### config.mk
export PLATFORM = sky130hd
export DESIGN_NAME = ascon_block_padder
export DESIGN_NICKNAME = d
export VERILOG_FILES = /design/src/rtl/ascon_block_padder.sv
export SDC_FILE = /design/constraint.sdc
export NUM_CORES = 1
export LEC_CHECK = 0
export CORE_ASPECT_RATIO = 1.75
export CORE_MARGIN = 8
export CORE_UTILIZATION = 40
export CTS_CLUSTER_SIZE = 20
export DETAILED_ROUTE_END_ITERATION = 7
export MAX_ROUTING_LAYER = met4
export PLACE_DENSITY = 0.77
export SETUP_SLACK_MARGIN = 0.15
export SKIP_CTS_REPAIR_TIMING = 1
export SLEW_MARGIN = 10
export SYNTH_ARGS = -nofsm -noshare
export SYNTH_HDL_FRONTEND = slang
export SYNTH_SLANG_ARGS = --single-unit
### constraint.sdc
create_clock -name clk -period 2.9 [get_ports clk]
set_input_delay 0.725 -clock clk [delete_from_list [all_inputs] [get_ports clk]]
set_output_delay 0.725 -clock clk [all_outputs]
set_load 0.02 [all_outputs]
### src/rtl/ascon_block_padder.sv
// Ascon block padder: fetches 64-bit message words by index, applies 10* rate padding and emits rate blocks.
// Latency: RD_LAT+2 cycles per data block with blk_ready held high, and 1 cycle for a padding-only block.
// Backpressure: the block is held stable in OUT until blk_valid && blk_ready. Optional macro PAD_BYPASS_EN adds the pad_en input.
module ascon_block_padder #(
    parameter int RD_LAT = 1,
    parameter int LEN_W  = 7
) (
    input  logic             clk,
    input  logic             RST,
    input  logic             start,
    input  logic [LEN_W-1:0] datalen,
`ifdef PAD_BYPASS_EN
    input  logic             pad_en,
`endif
    output logic             rd_req,
    output logic [3:0]       rd_idx,
    input  logic [63:0]      rd_data,
    output logic [63:0]      blk_data,
    output logic [3:0]       blk_bytes,
    output logic             blk_last,
    output logic             blk_valid,
    input  logic             blk_ready,
    output logic             busy,
    output logic             done
);

    typedef enum logic [2:0] {
        S_IDLE,
        S_REQ,
        S_WAIT,
        S_OUT,
        S_DONE
    } state_t;

    state_t           state_q, state_d;
    logic [LEN_W-1:0] rem_q, rem_d;
    logic [3:0]       idx_q, idx_d;
    logic [1:0]       lat_q, lat_d;
    logic [63:0]      blk_data_q, blk_data_d;
    logic [3:0]       blk_bytes_q, blk_bytes_d;
    logic             blk_last_q, blk_last_d;

    // Padding select: taken live from the input while idle, from the latched copy otherwise.
    logic             pad_sel;
`ifdef PAD_BYPASS_EN
    logic             pad_q, pad_d;
    assign pad_sel = (state_q == S_IDLE) ? pad_en : pad_q;
`else
    assign pad_sel = 1'b1;
`endif

    // Remaining count after the current full block has been consumed.
    logic [LEN_W-1:0] rem_after;
    assign rem_after = rem_q - LEN_W'(8);

    // Block formation inputs: the word being captured and the byte count it covers.
    logic [LEN_W-1:0] fm_rem;
    logic [63:0]      fm_word;
    logic [3:0]       fm_n;
    logic [63:0]      fm_data;
    logic             fm_last;

    // Select what the block former looks at in each state.
    always_comb begin
        fm_word = '0;
        fm_rem  = rem_q;
        case (state_q)
            S_IDLE:  fm_rem = datalen;
            S_WAIT:  fm_word = rd_data;
            S_OUT:   fm_rem = rem_after;
            default: fm_rem = rem_q;
        endcase
    end

    // Keep the top n bytes, place 0x80 at byte n (when padding), zero everything below.
    always_comb begin
        fm_n    = (fm_rem >= LEN_W'(8)) ? 4'd8 : fm_rem[3:0];
        fm_last = pad_sel ? (fm_rem < LEN_W'(8)) : (fm_rem <= LEN_W'(8));
        fm_data = '0;
        for (int b = 0; b < 8; b++) begin
            if (4'(b) < fm_n) begin
                fm_data[63-8*b -: 8] = fm_word[63-8*b -: 8];
            end else if ((4'(b) == fm_n) && pad_sel) begin
                fm_data[63-8*b -: 8] = 8'h80;
            end
        end
    end

    // FSM state register.
    always_ff @(posedge clk or posedge RST) begin
        if (RST) begin
            state_q <= S_IDLE;
        end else begin
            state_q <= state_d;
        end
    end

    // FSM next-state logic. rem==0 in WAIT only happens for an unpadded empty message.
    always_comb begin
        state_d = state_q;
        case (state_q)
            S_IDLE: begin
                if (start) begin
                    if (datalen != '0) state_d = S_REQ;
                    else if (pad_sel)  state_d = S_OUT;
                    else               state_d = S_WAIT;
                end
            end
            S_REQ:  state_d = S_WAIT;
            S_WAIT: begin
                if (rem_q == '0)                      state_d = S_DONE;
                else if (lat_q == 2'(RD_LAT - 1))    state_d = S_OUT;
            end
            S_OUT: begin
                if (blk_ready) begin
                    if (blk_last_q)              state_d = S_DONE;
                    else if (rem_after != '0)    state_d = S_REQ;
                    else                         state_d = S_OUT;
                end
            end
            S_DONE:  state_d = S_IDLE;
            default: state_d = S_IDLE;
        endcase
    end

    // FSM outputs, decoded from state.
    always_comb begin
        rd_req    = (state_q == S_REQ);
        blk_valid = (state_q == S_OUT);
        busy      = (state_q == S_REQ) || (state_q == S_WAIT) || (state_q == S_OUT);
        done      = (state_q == S_DONE);
    end

    assign rd_idx    = idx_q;
    assign blk_data  = blk_data_q;
    assign blk_bytes = blk_bytes_q;
    assign blk_last  = blk_last_q;

    // Datapath next-state: length/index bookkeeping, latency count and block capture.
    always_comb begin
        rem_d       = rem_q;
        idx_d       = idx_q;
        lat_d       = lat_q;
        blk_data_d  = blk_data_q;
        blk_bytes_d = blk_bytes_q;
        blk_last_d  = blk_last_q;
`ifdef PAD_BYPASS_EN
        pad_d       = pad_q;
`endif
        case (state_q)
            S_IDLE: begin
                if (start) begin
                    rem_d = datalen;
                    idx_d = '0;
                    lat_d = '0;
`ifdef PAD_BYPASS_EN
                    pad_d = pad_en;
`endif
                    if (datalen == '0) begin
                        blk_data_d  = fm_data;
                        blk_bytes_d = fm_n;
                        blk_last_d  = fm_last;
                    end
                end
            end
            S_REQ: lat_d = '0;
            S_WAIT: begin
                if (rem_q != '0) begin
                    if (lat_q == 2'(RD_LAT - 1)) begin
                        blk_data_d  = fm_data;
                        blk_bytes_d = fm_n;
                        blk_last_d  = fm_last;
                    end else begin
                        lat_d = lat_q + 2'd1;
                    end
                end
            end
            S_OUT: begin
                if (blk_ready && !blk_last_q) begin
                    rem_d = rem_after;
                    idx_d = idx_q + 4'd1;
                    if (rem_after == '0) begin
                        blk_data_d  = fm_data;
                        blk_bytes_d = fm_n;
                        blk_last_d  = fm_last;
                    end
                end
            end
            default: ;
        endcase
    end

    // Datapath registers.
    always_ff @(posedge clk or posedge RST) begin
        if (RST) begin
            rem_q       <= '0;
            idx_q       <= '0;
            lat_q       <= '0;
            blk_data_q  <= '0;
            blk_bytes_q <= '0;
            blk_last_q  <= 1'b0;
`ifdef PAD_BYPASS_EN
            pad_q       <= 1'b1;
`endif
        end else begin
            rem_q       <= rem_d;
            idx_q       <= idx_d;
            lat_q       <= lat_d;
            blk_data_q  <= blk_data_d;
            blk_bytes_q <= blk_bytes_d;
            blk_last_q  <= blk_last_d;
`ifdef PAD_BYPASS_EN
            pad_q       <= pad_d;
`endif
        end
    end

endmodule

Word-level counts from Yosys, hierarchy flattened:

Index checks and enable logic that the tools add are counted.
W data, S select, Z words.

* add/subtract/negate cells: 3
* $lt $le $gt $ge: 10
* equal/unequal tests: 20
* multiplexer cells: 58
* reductions and logical operators: 20

Operator list (count)
* $mux W64: 7
* $pmux W64 S3: 1
* $mux W8: 16
* $mux W4: 9
* $pmux W7 S2: 2
* $logic_not A7 Y1: 3
* $reduce_bool A7 Y1: 3
* $eq A3 B4 Y1 const A: 4
* $lt A3 B4 Y1 const A: 4
* $mux W3: 5
* $mux W7: 2
* $pmux W3 S4: 1
* $pmux W4 S3: 1
* $mux W2: 5
* $eq A2 B4 Y1 const A: 2
* $lt A1 B4 Y1 const A: 2
* $lt A2 B4 Y1 const A: 2
* $ne A2 B1 Y1 const B: 4
* $ne A2 B2 Y1 const B: 4
* $pmux W4 S2: 1
* $ge A7 B4 Y1 const B: 1
* $lt A7 B4 Y1 const B: 1
* $reduce_and A7 Y1: 1
* $sub A7 B4 Y7 const B: 1
* other kinds (20): 29

* register bits after elaboration: 85
* output and inout bits: 77
* logic and storage cells: 118

Longest topological paths before layout:

* depth in word-level cells: 10
* depth in mapped cells: 9

Least setup slack after synthesis:

Ideal clock, no wire load.

* path type: input-to-reg
* from: input datalen[6]
* to: register blk_data_q[53] (netlist: blk_data[53])
* setup time: 0.122 ns
* arrival: 2.307 ns
* data required time: 2.778 ns
* setup slack: 0.472 ns
* stages: 6
* cell sequence: nor3_1 a2bb2oi_1 o21a_1 clkbuf_1 nand4_1 a32o_1

* cells in the longest elaborated chain, start to end: 8
* elaborated cells on any way between the ends: 15

RTL lines
* from (decl): RTL line 11 `input logic [LEN_W-1:0] datalen,`
* $pmux W7 S2: RTL line 67 `case (state_q)`
* $ge A7 B4 Y1: RTL line 77 `fm_n = (fm_rem >= LEN_W'(8)) ? 4'd8 : fm_rem[3:0];`
* $mux W4: RTL line 77
* $lt A1 B4 Y1: RTL line 81 `if (4'(b) < fm_n) begin`
* $mux W8: RTL line 81
* $mux W64, on equally long branches: RTL line 182, 159, 169
* $mux W64, on equally long branches: RTL line 179, 152, 168
* $pmux W64 S3: RTL line 150 `case (state_q)`
* to (signal assigned): RTL line 209 `blk_data_q <= blk_data_d;`
* to (decl): RTL line 39 `logic [63:0] blk_data_q, blk_data_d;`

Several ways; a longest one is shown, not always the timed one. The select of a mux whose other input is x is not followed.
A chain may end at the register's enable or synchronous reset.

Worst setup path after layout:

* from: register state_q[0]
* to: output blk_valid

* cells in the longest elaborated chain, start to end: 1

RTL lines
* from (decl): RTL line 35 `state_t state_q, state_d;`
* from (signal assigned): RTL line 94 `state_q <= state_d;`
* $eq A3 B2 Y1: RTL line 129 `blk_valid = (state_q == S_OUT);`
* to (decl): RTL line 21 `output logic blk_valid,`

No other way between the ends.

==> metrics <==
Worst-path clk slew approximately 0.060 ns; post-synthesis instance total 334; max-slew violation count 0; dpl hpwl ~10000 microns; top cell type's share of synthesized area 0.5385; Remaining Overflow, GRT 0; FF-to-FF path depth 6; Synth Register Bits 85; crit-path max cell delay around 0.63 ns; initial core utilization 0.4060; placed instance count roughly 630; Synth warnings 0; # rows between 40 and 50; clk buf depth 2; Tcrit/Tclk final 0.9200; post-DR vias/cell 5.527; GRT Resource Usage Total 0.1967; Async SR Flop Fraction 1.000; synth top area cells dfrtp_1 (54%), a22o_1 (8.4%), a32o_1 (3.8%); average cell area after synthesis about 12 sq um; status finished, final reports clean; WP buf/inv 2; # H-tree levels 3; switching power total 3039 uW; hold_sp lat_q[0]$_DFFE_PP0P_; unique cell type count in the Yosys netlist 64; clock share of power 0.165; Max Clock Freq approximately 370 MHz; Least-Margin Pin Slew 0.5590 ns; Max FO, Critical Path 12; CP cell instances nand3b_2, inv_4, clkdlybuf4s50_1; Top Family by Delay on Critical Path buffers and inverters; EDFF count, synth 0; final wirelength approximately 13000 microns; fin nets between 500 and 600; vias roughly 3.5k; syn nets between 400 and 500; Worst-Skew Late Latency about 0.33 ns; total power ~7500 uW; hold depth 1; WL/cell 19.87 microns; flop2flop setup slack around 0.32 ns; Setup CP Type register to output pin; Startpoint Class register; die width between 90 and 100 microns; first-iteration detailed-routing DRC count about 180; layout cells sized above 1 0.1512; critical path endpoint category output pin; Hold WS ~0.48 ns; ANT cells 0; area delta synth->final 55.81%; Post-Syn Area 0.003950 sq mm; vias in the first global route approximately 3.8k; FILL cells roughly 780; Int Power around 4500 uW; initial antenna violation count 0; worst reg2reg path startpoint state_q[1]$_DFFE_PP0P_; RePlAce Congestion between 0.9 and 1; total die area 0.01344 sq mm; Gate power share 0.560; RSZ-0062 raised after global routing no; Die Height approximately 150 microns; dominant cell type by area after synthesis dfrtp_1; Non-Filler Instances ~640; first drt pass iteration count 5; core box area 0.009729 sq mm; switching share of total power 0.4040; Final setup viols 0; Worst VDD drop between 0.0004 and 0.0005 V; critical path arrival 1.94 ns; # clock sinks 85; CTS root buffer clkbuf_16; ANT nets after route 0; first-pass GRT wire length slightly above 20000 microns; DRC violations left 0; Pwr per Cell Area between 1000 and 1500 mW/mm^2; worst r2r dst blk_data[3]$_DFFE_PP0P_; Worst EP required about 2.2 ns; CTS tree yes; Seq/Total Area, Yosys 0.5385; largest net degree at the start of global routing between 50 and 60; power share of the sequential group 0.275; slowest stage cell, crit path clkdlybuf4s50_1; total CTS buffers 9; Post-synth top flop dfrtp_1; number of max-cap violations 0; P_leak 0.002588 uW; IO Count 152; max_slew headroom 0.6252; Fin. Hold Viols 0; worst-case clock skew a little over 0.008 ns; HP Class register to register; input/output buffers 151; WHS Endpoint lat_q[0]$_DFFE_PP0P_; fin crit period 2.668 ns
## metrics by stage
step | worst slack, ns | setup TNS [ns] | utilization | area [sq um]
floorplan | 0.4717 | 0 | - | 3954
global placement | 0.03783 | 0 | 0.5972 | 5811
detailed placement | -0.01226 | -0.06099 | 0.5972 | 5811
CTS | 0.1197 | 0 | 0.6305 | 6135
global route | 0.1632 | 0 | 0.6326 | 6155
finish | 0.2321 | 0 | 0.6326 | 6155
## metal layers
layer / track usage / wire length (microns)
met1: 0.2027 / 4737
met2: 0.3516 / 7078
met3: 0.03606 / 533
met4: 0.09151 / 390
met5: - / 0
## area by class of cell
type,count,area [sq um],share of cell area
tap,125,156.4,0.02541
timing repair buffer,185,1819,0.2956
inverter,11,47.55,0.007725
clock inverter,5,85.08,0.01382
clock buffer,10,239.0,0.03883
multi-input combinational,220,1679,0.2728
sequential,85,2128,0.3458
## power groups by stage
stage | logic (uW) | clock network [uW] | registers [uW]
finish | 4210 | 1240 | 2070
global route | 4500 | 1320 | 2140
CTS | 4230 | 1270 | 2070
detailed placement | 4210 | 0 | 2080
global placement | 4120 | 0 | 2060
floorplan | 1920 | 0 | 2540
## registers in the layout (all words and copies together) (netlist names)
name       flops
rem_q          7
rd_idx         4
blk_bytes      4
lat_q          2
state_q        3
blk_data      64
blk_last       1
## Yosys cell counts, drive strengths merged, types with 3 or more instances
library cell,n
a211oi,5
a21oi,12
a22o,38
a2bb2oi,3
a31oi,7
a32o,15
buf,15
clkbuf,3
dfrtp,85
ha,3
inv,11
mux2,5
mux2i,5
nand2,19
nand3,4
nand3b,3
nand4,5
nor2,11
nor2b,4
nor3,7
nor3b,4
o211ai,8
o21ai,24
o2bb2ai,4
or4,3
xor2,3
## cells by family (layout without fill, tap and decap cells)
logic type      Yosys count  after routing  synth area share
compound gates          132            132            0.2670
simple gates             71             71            0.1080
mux                      10             10           0.02692
xor+xnor                  4              4          0.008871
buf+inv                  29            211           0.04117
fa+ha+maj                 3              3          0.009504
flops                    85             85            0.5385
## worst max path at each step
stage | start | to | slack [ns] | depth (start not counted)
after global routing | state_q[0]$_DFFE_PP0P_ | blk_valid | 0.16 | 3
after detailed placement | datalen[5] | blk_data[32]$_DFFE_PP0P_ | -0.01 | 6
after CTS | state_q[1]$_DFFE_PP0P_ | blk_valid | 0.12 | 3
after global placement | datalen[5] | blk_data[38]$_DFFE_PP0P_ | 0.04 | 6
after floorplan | datalen[6] | blk_data[53]$_DFFE_PP0P_ | 0.47 | 6
final | state_q[0]$_DFFE_PP0P_ | blk_valid | 0.23 | 3
## worst register-to-register path, cell delays in order, from the launching register on
cell,delay [ns]
dfrtp_2,0.49
buf_4,0.19
nor3b_2,0.21
and3b_1,0.26
or4_1,0.76
a211oi_4,0.41
a22o_1,0.19
## cells in the final DEF, fill, tap and decap left out, types with 4 or more instances in the layout
cell and n:
nor2b_1 4, buf_4 30, buf_12 4, clkdlybuf4s50_1 150
o21ai_1 19, mux2_2 5, clkbuf_16 9, a22o_1 38
dfrtp_1 84, nand4_1 5, mux2i_1 5, inv_1 8
a21oi_1 12, o21ai_0 5, o211ai_1 7, nand3_1 4
a31oi_1 6, nand2_1 18, nor2_1 9, a32o_1 15
nor3_1 5
Note: power is estimated with default switching activity, not from simulation.
